**config.mk**
```make
export PLATFORM = sky130hd
export DESIGN_NAME = cs_trgt_chan_ctrl_flat
export DESIGN_NICKNAME = d
export VERILOG_FILES = /design/src/rtl/cs_trgt_chan_ctrl_if.sv /design/src/rtl/cs_trgt_chan_ctrl.sv /design/src/flat_wrapper.sv
export SDC_FILE = /design/constraint.sdc
export NUM_CORES = 1
export LEC_CHECK = 0
export CAP_MARGIN = 30
export CORE_MARGIN = 2
export CORE_UTILIZATION = 42
export CTS_CLUSTER_SIZE = 28
export DETAILED_ROUTE_END_ITERATION = 12
export PLACE_DENSITY = 0.78
export SETUP_SLACK_MARGIN = 0.4
export SYNTH_ARGS = -nofsm -noshare
export SYNTH_HDL_FRONTEND = slang
export SYNTH_SLANG_ARGS = --single-unit
```
**constraint.sdc**
```tcl
create_clock -name clk_i -period 3.3 [get_ports clk_i]
set_input_delay 0.66 -clock clk_i [delete_from_list [all_inputs] [get_ports clk_i]]
set_output_delay 0.66 -clock clk_i [all_outputs]
set_load 0.1 [all_outputs]
```
**src/rtl/cs_trgt_chan_ctrl_if.sv**
```systemverilog
// ---------------------------------------------------------------------------
// cs_trgt_chan_ctrl_if
// Transport-side bundle of the target channel controller.
//   get_req_o / get_ch_o / get_rdy_i : fetch request for one channel
//   rsp_valid_i / rsp_data_i         : one-cycle fetch response
//   put_req_o / put_data_o / put_rdy_i : upload request
// The _i/_o suffixes are seen from the controller, which uses the master
// modport; the transport model or bench uses the slave modport.
//
// Handshake rule, shared by get and put: a request is raised and held, along
// with its payload or channel index, until the transport samples ready high on
// a rising clk_i edge. That edge is the transfer. Ready may arrive at any
// time, and ready sampled while no request is raised means nothing. The
// response is not a handshake: rsp_valid_i is a one-cycle pulse with no
// back-pressure.
// ---------------------------------------------------------------------------
interface cs_trgt_chan_ctrl_if #(
    parameter int DW = 9,
    parameter int CW = 2
);
    logic          get_req_o;
    logic [CW-1:0] get_ch_o;
    logic          get_rdy_i;
    logic          rsp_valid_i;
    logic [DW-1:0] rsp_data_i;
    logic          put_req_o;
    logic [DW-1:0] put_data_o;
    logic          put_rdy_i;

    modport master (
        output get_req_o, get_ch_o, put_req_o, put_data_o,
        input  get_rdy_i, rsp_valid_i, rsp_data_i, put_rdy_i
    );

    modport slave (
        input  get_req_o, get_ch_o, put_req_o, put_data_o,
        output get_rdy_i, rsp_valid_i, rsp_data_i, put_rdy_i
    );
endinterface

```
**src/rtl/cs_trgt_chan_ctrl.sv**
```systemverilog
// ---------------------------------------------------------------------------
// cs_trgt_chan_ctrl
// Freezes each mission-clock channel on its edge event, fetches the next
// download payload for it over the transport, and releases the channel when
// the payload arrives. Fetches are serialised by a round-robin arbiter. A
// watchdog marks a channel as failed if its response never comes. A separate
// one-deep upload path forwards put events to the transport.
//
// Ports
//   clk_i, rst_i   clock and synchronous active-high reset
//   ev_i           per-channel edge event, one-cycle pulse
//   freeze_o       per-channel hold: a fetch is pending, or the channel failed
//   rd_data_o      per-channel payload; channel c occupies [c*DW +: DW]
//   rd_valid_o     one-cycle pulse when a channel slice is updated
//   put_ev_i       upload event
//   up_data_i      upload payload
//   timeout_o      sticky watchdog expiry
//   fail_o         sticky per-channel failure
//   ovf_o          sticky overrun: event on a pending channel, or put overrun
//   dbg_state_o    fetch FSM state (0 idle, 1 request, 2 wait)
//   tp             transport bundle (master side)
// ---------------------------------------------------------------------------
module cs_trgt_chan_ctrl #(
    parameter int NCH    = 3,
    parameter int DW     = 9,
    parameter int WD_MAX = 100,
    parameter int CW     = (NCH > 1) ? $clog2(NCH) : 1
) (
    input  logic                clk_i,
    input  logic                rst_i,
    input  logic [NCH-1:0]      ev_i,
    output logic [NCH-1:0]      freeze_o,
    output logic [NCH*DW-1:0]   rd_data_o,
    output logic [NCH-1:0]      rd_valid_o,
    input  logic                put_ev_i,
    input  logic [DW-1:0]       up_data_i,
    output logic                timeout_o,
    output logic [NCH-1:0]      fail_o,
    output logic                ovf_o,
    output logic [1:0]          dbg_state_o,
    cs_trgt_chan_ctrl_if.master tp
);

    typedef enum logic [1:0] {
        S_IDLE = 2'd0,
        S_REQ  = 2'd1,
        S_WAIT = 2'd2
    } state_t;

    localparam int             WDW     = $clog2(WD_MAX + 1);
    // The counter starts at 0 on the first cycle in WAIT. Expiry therefore
    // happens on the WD_MAX-th cycle spent waiting.
    localparam logic [WDW-1:0] WD_LAST = WDW'(WD_MAX - 1);

    state_t              state_q, state_d;
    logic [CW-1:0]       cur_q, last_q, sel;
    logic                sel_ok;
    logic [WDW-1:0]      wd_q;
    logic [NCH-1:0]      pending_q, fail_q, rd_valid_q;
    logic [NCH*DW-1:0]   rd_data_q;
    logic                timeout_q, ovf_q, put_req_q;
    logic [DW-1:0]       put_data_q;
    logic                rsp_hit, expire;

    function automatic logic [CW-1:0] wrap_add(input logic [CW-1:0] base, input int off);
        int j;
        j = int'(base) + off;
        if (j >= NCH) j = j - NCH;
        return CW'(j);
    endfunction

    // Round-robin: scan from the channel after the last one served.
    // The last step of the scan wraps back to the last-served channel itself.
    always_comb begin
        sel    = last_q;
        sel_ok = 1'b0;
        for (int i = 1; i <= NCH; i++) begin
            if (!sel_ok && pending_q[wrap_add(last_q, i)]) begin
                sel    = wrap_add(last_q, i);
                sel_ok = 1'b1;
            end
        end
    end

    // A response in the expiry cycle still counts as a response.
    assign rsp_hit = (state_q == S_WAIT) && tp.rsp_valid_i;
    assign expire  = (state_q == S_WAIT) && !tp.rsp_valid_i && (wd_q == WD_LAST);

    always_ff @(posedge clk_i) begin
        if (rst_i) state_q <= S_IDLE;
        else       state_q <= state_d;
    end

    always_comb begin
        state_d = state_q;
        case (state_q)
            S_IDLE:  if (sel_ok) state_d = S_REQ;
            S_REQ:   if (tp.get_rdy_i) state_d = S_WAIT;
            S_WAIT:  if (rsp_hit || expire) state_d = S_IDLE;
            default: state_d = S_IDLE;
        endcase
    end

    always_ff @(posedge clk_i) begin
        if (rst_i) begin
            cur_q      <= '0;
            last_q     <= CW'(NCH - 1);   // channel 0 is the first winner
            wd_q       <= '0;
            pending_q  <= '0;
            fail_q     <= '0;
            rd_valid_q <= '0;
            rd_data_q  <= '0;
            timeout_q  <= 1'b0;
            ovf_q      <= 1'b0;
            put_req_q  <= 1'b0;
            put_data_q <= '0;
        end else begin
            rd_valid_q <= '0;

            if (state_q == S_IDLE && sel_ok) begin
                cur_q  <= sel;
                last_q <= sel;
            end

            if (state_q == S_REQ && tp.get_rdy_i)
                wd_q <= '0;
            else if (state_q == S_WAIT && wd_q != WD_LAST)
                wd_q <= wd_q + 1'b1;

            for (int c = 0; c < NCH; c++) begin
                if (expire && cur_q == CW'(c)) begin
                    // Failure wins over any event in the same cycle. The
                    // freeze is held afterwards through fail_q.
                    pending_q[c] <= 1'b0;
                    fail_q[c]    <= 1'b1;
                    timeout_q    <= 1'b1;
                end else if (ev_i[c] && !fail_q[c]) begin
                    // An event on the completion cycle re-arms the channel.
                    if (pending_q[c] && !(rsp_hit && cur_q == CW'(c)))
                        ovf_q <= 1'b1;
                    else
                        pending_q[c] <= 1'b1;
                end else if (rsp_hit && cur_q == CW'(c)) begin
                    pending_q[c] <= 1'b0;
                end

                if (rsp_hit && cur_q == CW'(c)) begin
                    rd_data_q[c*DW +: DW] <= tp.rsp_data_i;
                    rd_valid_q[c]         <= 1'b1;
                end
            end

            // One-deep upload slot. It can be refilled in the cycle it is
            // accepted.
            if (put_ev_i && (!put_req_q || tp.put_rdy_i)) begin
                put_data_q <= up_data_i;
                put_req_q  <= 1'b1;
            end else if (put_ev_i) begin
                ovf_q <= 1'b1;
            end else if (tp.put_rdy_i) begin
                put_req_q <= 1'b0;
            end
        end
    end

    assign freeze_o      = pending_q | fail_q;
    assign rd_data_o     = rd_data_q;
    assign rd_valid_o    = rd_valid_q;
    assign timeout_o     = timeout_q;
    assign fail_o        = fail_q;
    assign ovf_o         = ovf_q;
    assign dbg_state_o   = state_q;
    assign tp.get_req_o  = (state_q == S_REQ);
    assign tp.get_ch_o   = cur_q;
    assign tp.put_req_o  = put_req_q;
    assign tp.put_data_o = put_data_q;

endmodule

```
**src/flat_wrapper.sv**
```systemverilog
// flat-port wrapper written by rule: the top's interface ports become plain ports
module cs_trgt_chan_ctrl_flat 
#(
    parameter int NCH    = 3,
    parameter int DW     = 9,
    parameter int WD_MAX = 100,
    parameter int CW     = (NCH > 1) ? $clog2(NCH) : 1
)
  (clk_i, rst_i, ev_i, freeze_o, rd_data_o, rd_valid_o, put_ev_i, up_data_i, timeout_o, fail_o, ovf_o, dbg_state_o, tp_get_req_o, tp_get_ch_o, tp_put_req_o, tp_put_data_o, tp_get_rdy_i, tp_rsp_valid_i, tp_rsp_data_i, tp_put_rdy_i);
  cs_trgt_chan_ctrl_if #(.DW(DW), .CW(CW)) tp_i ();
  input  logic clk_i;
  input  logic rst_i;
  input  logic [NCH-1:0] ev_i;
  output logic [NCH-1:0] freeze_o;
  output logic [NCH*DW-1:0] rd_data_o;
  output logic [NCH-1:0] rd_valid_o;
  input  logic put_ev_i;
  input  logic [DW-1:0] up_data_i;
  output logic timeout_o;
  output logic [NCH-1:0] fail_o;
  output logic ovf_o;
  output logic [1:0] dbg_state_o;
  output wire logic [$bits(tp_i.get_req_o)-1:0] tp_get_req_o;
  output wire logic [$bits(tp_i.get_ch_o)-1:0] tp_get_ch_o;
  output wire logic [$bits(tp_i.put_req_o)-1:0] tp_put_req_o;
  output wire logic [$bits(tp_i.put_data_o)-1:0] tp_put_data_o;
  input wire logic [$bits(tp_i.get_rdy_i)-1:0] tp_get_rdy_i;
  input wire logic [$bits(tp_i.rsp_valid_i)-1:0] tp_rsp_valid_i;
  input wire logic [$bits(tp_i.rsp_data_i)-1:0] tp_rsp_data_i;
  input wire logic [$bits(tp_i.put_rdy_i)-1:0] tp_put_rdy_i;
  assign tp_get_req_o = tp_i.get_req_o;
  assign tp_get_ch_o = tp_i.get_ch_o;
  assign tp_put_req_o = tp_i.put_req_o;
  assign tp_put_data_o = tp_i.put_data_o;
  assign tp_i.get_rdy_i = tp_get_rdy_i;
  assign tp_i.rsp_valid_i = tp_rsp_valid_i;
  assign tp_i.rsp_data_i = tp_rsp_data_i;
  assign tp_i.put_rdy_i = tp_put_rdy_i;
  cs_trgt_chan_ctrl #(.NCH(NCH), .DW(DW), .WD_MAX(WD_MAX), .CW(CW)) u_core (.clk_i(clk_i), .rst_i(rst_i), .ev_i(ev_i), .freeze_o(freeze_o), .rd_data_o(rd_data_o), .rd_valid_o(rd_valid_o), .put_ev_i(put_ev_i), .up_data_i(up_data_i), .timeout_o(timeout_o), .fail_o(fail_o), .ovf_o(ovf_o), .dbg_state_o(dbg_state_o), .tp(tp_i));
endmodule
```
# After elaboration in Yosys (flattened, before gate mapping)

Index checks and enable logic that the tools add are counted.

$add $sub $neg: 7
Multipliers: 0
Equal/unequal tests: 13
Mux-type cells: 48
Shift-type cells: 0
Bitwise operators: 1
$lt $le $gt $ge: 6
Div/mod/pow operators: 0
Reduce and logical (&&, ||, !) cells: 49

Operator list:

| cell                | count |
|---|---|
| $mux 1              | 35 |
| $logic_and 1x1->1   | 21 |
| $mux 2              | 9 |
| $logic_not 1->1     | 10 |
| $ge 3x2->1 const B  | 3 |
| $lt 2x3->1 const B  | 3 |
| $ne 2x2->1 const B  | 4 |
| $reduce_and 2->1    | 4 |
| $reduce_bool 2->1   | 4 |
| $reduce_or 2->1     | 4 |
| $add 7x1->7 const B | 1 |
| $eq 7x7->1 const B  | 1 |
| $ne 7x7->1 const B  | 1 |
| $add 2x2->3 const B | 2 |
| $bmux 1 s2          | 3 |
| $ne 2x1->1 const B  | 3 |
| $pmux 2 s3          | 1 |
| $eq 2x1->1 const B  | 2 |
| $eq 2x2->1 const B  | 2 |
| $logic_not 2->1     | 2 |
| $sub 2x1->2 const B | 2 |
| $add 2x1->3 const B | 1 |
| $or 3x3->3          | 1 |
| $reduce_and 3->1    | 1 |
| 3 further kinds     | 4 |

Word-level logic and storage cells: 142
Output and inout bits: 53
ROM bits: 0
Input bits: 27
Bits in registers: 61
Bits in latches: 0
Memories: 0
Bits in writable memories: 0

# Longest topological paths before layout

Depth in word-level cells: 16
Mapped depth: 8
Gate-level depth less buffers: 6

# Worst setup path before layout

No wires, ideal clock.

Path type: register -> output
Start: reg u_core.state_q[0] (netlist: u_core.dbg_state_o[0])
End: out tp_get_req_o
Stages on the path, launching flop included: 2
Data required time: 2.640 ns
Path buffers: 0
Slack: 0.058 ns
Arrival: 2.582 ns
Path through: dfxtp_1 nor2b_1

Longest elaborated chain between the ends: 1

RTL lines:

| element                | line                     | text |
|---|---|---|
| start, declared        | cs_trgt_chan_ctrl.sv:55  | `state_t state_q, state_d;` |
| start signal, assigned | cs_trgt_chan_ctrl.sv:91  | `else state_q <= state_d;` |
| $eq 2x1->1             | cs_trgt_chan_ctrl.sv:173 | `assign tp.get_req_o = (state_q == S_REQ);` |
| end, declared          | flat_wrapper.sv:23       | `output wire logic [$bits(tp_i.get_req_o)-1:0] tp_get_req_o;` |

No other way between the ends.

# Worst setup path after layout

Start: reg u_core.rd_valid_q[2] (netlist: u_core.rd_valid_o[2])
End: out rd_valid_o[2]

RTL lines:

| element                         | line                     | text |
|---|---|---|
| start, declared                 | cs_trgt_chan_ctrl.sv:59  | `logic [NCH-1:0] pending_q, fail_q, rd_valid_q;` |
| start signal, assigned          | cs_trgt_chan_ctrl.sv:111 | `rd_valid_q <= '0;` |
| start signal, assigned          | cs_trgt_chan_ctrl.sv:118 | `rd_valid_q <= '0;` |
| start signal, assigned by index | cs_trgt_chan_ctrl.sv:149 | `rd_valid_q[c] <= 1'b1;` |
| end, declared                   | flat_wrapper.sv:16       | `output logic [NCH-1:0] rd_valid_o;` |

No word-level cell between the ends.

==> out/results.txt <==
Asr flop ratio synth = 0%
Achievable Freq = 414 MHz
Crit path max fanout = 1
Pleak = 0.00148 uW
Residual DRC = 0
Core Region = 5920 um^2
Share of post-route cells with drive strength above 1 = 22.0%
Hold_ws = 454 ps
# port buffers = 79
Sequential area share after synthesis = 46.5%
FF+latch count, synth = 60
Antenna violations before repair = 0
Die width = 82.5 um
Slew of the pin with the lowest slew margin = 957 ps
Final Wtd Congestion = 0.924
DP Cell Count = 423
Data required, critical path = 2640 ps
Sum Neg Setup Slack = 0 ps
CTS Buffer Depth = 2
Drt first-iter violations = 179
Synthesized net count = 316
Synth Area per Inst = 9.07 um^2
Slew Limit Headroom = 36.0%
Clock latency on the worst-skew pair = 330 ps
Routed WL = 6240 um
Syn Std Cell Area = 2580 um^2
CTS Hold Bufs = 0
Post-CTS setup buffer count = 0
Area share of the largest cell type after synthesis = 46.5%
Max cap viols = 0
Slowest library cell on the worst path = clkdlybuf4s50_1
Max VDD drop = 0.331 mV
Syn Inst Count = 285
Drt pass-1 iters = 4
Total CTS buffers = 9
First-pass GRT wire length = 9780 um
Post-DP HPWL = 4560 um
Commonest non-fill, non-tap cell in the layout = dfxtp_1
Row count = 28
CTS sink count = 60
Nets@finish = 390
H-Tree Depth = 3
Minimum clock period = 2420 ps
Unrepaired setup endpoints after global routing = no
Overall routing resource usage = 19.1%
DIE AREA = 6800 um^2
Yosys top cell by area = dfxtp_1
Post-route clock period utilization = 73.2%
Hold Fails Final Rpt = 0
N_diodes = 0
P per Cell Area = 603 nW/um^2
Most frequent cells in the layout = dfxtp_1 (60), buf_4 (55), nor2_1 (35), nand2_1 (27)
Hold wc startpoint = u_core.rd_data_o[8]
Setup Skew = 7.30 ps
IO Pins = 80
Outcome = finished, final reports clean
Global route total overflow = 0
Largest net degree at the start of global routing = 50
Worst path cell trace = clkdlybuf4s50_1
Number of synthesized flops with an enable pin = 0
Clock tree from TritonCTS = done
Syn-to-layout area delta = 32.4%
Worst setup startpoint = u_core.rd_valid_o[2]
Yosys Warn Count = 0
Pins Over Slew Limit = 0
Crit path arrival time = 1760 ps
Top cells by area, synth = dfxtp_1 (46%), mux2i_1 (8.5%), nor2_1 (5.1%)
Worst Setup Path Type = flip-flop to primary output
Buf/Inv on CP = 1
Initial Util = 43.7%
Beginning of the worst register-to-register path = u_core.last_q[0]
DIE HEIGHT = 82.5 um
CP peak stage delay = 1120 ps
Clock transition at the registers of the reported paths = 60 ps
Post-CTS Resized = 0
Final std cells w/o fill = 438
Vias = 2249
# setup viols final = 0
HP Class = flip-flop to flip-flop
DRT antenna net count = 0
CP Capture Type = primary output
CP delay by family, top = buffers and inverters
Startpoint Class = flip-flop
Number of global-route vias before repair = 2067
Main flop type after synthesis = dfxtp_1
Vias/cell = 5.13
Root buffer cell = clkbuf_8
Cell variety after synth = 44
Routed WL per cell = 14.3 um
Reg2reg setup slack = 1040 ps
Filler cell count = 546
[state kept, by name, indices dropped and copies added (netlist names)]
register and flops:
u_core.tp.put_req_o 1, u_core.last_q 2, u_core.wd_q 7, u_core.timeout_o 1, u_core.pending_q 3, u_core.tp.put_data_o 9, u_core.ovf_o 1, u_core.rd_data_o 27
u_core.tp.get_ch_o 1, u_core.fail_o 3, u_core.rd_valid_o 3, u_core.dbg_state_o 2
[cell type report]
cell class | count | area (um^2) | share of cell area, %
Multi-Input combinational cell | 200 | 1260 | 36.8
Sequential cell | 60 | 1200 | 35.1
Timing Repair Buffer | 82 | 678 | 19.8
Clock buffer | 13 | 159 | 4.64
Tap cell | 75 | 93.8 | 2.74
Inverter | 6 | 22.5 | 0.658
Clock inverter | 2 | 10.0 | 0.292
[Yosys cell counts (all sizes together) (4+ instances only)]
| cell | count |
|---|---|
| a21oi | 26 |
| mux2i | 22 |
| ha | 4 |
| buf | 13 |
| and2 | 5 |
| clkbuf | 6 |
| xor2 | 4 |
| nand2b | 5 |
| nand2 | 27 |
| dfxtp | 60 |
| or2 | 4 |
| inv | 6 |
| nand3 | 21 |
| nor2b | 8 |
| nor2 | 35 |
[where the power goes]
| group | total (uW) | internal [uW] | switching [uW] |
|---|---|---|---|
| sequential | 825 | 766 | 59.2 |
| clock | 557 | 307 | 250 |
| combinational | 684 | 211 | 473 |
| total | 2070 | 1280 | 782 |
[final timing paths]
| check | cells past startpoint | to |
|---|---|---|
| hold reg to reg | 2 | u_core.rd_data_o[8] |
| setup / recovery | 1 | rd_valid_o[2] |
| setup reg to reg | 4 | u_core.pending_q[1] |
| hold / removal | 2 | u_core.rd_data_o[8] |
[metal layers]
layer  wire length [um]  GRT usage [%]  vias to the layer above
met5                  0              0                        -
met4                 84           6.17                        0
met3                443           7.50                        9
met2               3150           32.7                       59
met1               2560           21.9                     1047
li1                   -              -                     1134
[kinds of logic (layout without fill, tap and decap cells)]
family,count (synthesis),count (layout),synth area share (%)
mux,22,22,8.52
fa+ha+maj,4,4,1.94
xor+xnor,5,5,1.69
simple gates,119,119,24.1
compound gates,50,50,12.3
flops,60,60,46.5
buf+inv,25,103,4.94
[stage by stage]
step / cell area, um^2 / setup slack, ps / power (uW) / util, %
2_1_floorplan: 2590 / 532 / 1390 / -
3_3_place_gp: 3250 / 881 / 1510 / 55.0
3_5_place_dp: 3250 / 826 / 1520 / 55.0
4_1_cts: 3420 / 864 / 2090 / 57.8
5_1_grt: 3420 / 827 / 2170 / 57.8
6_report: 3420 / 885 / 2070 / 57.8
(Power assumes the default switching activity.)
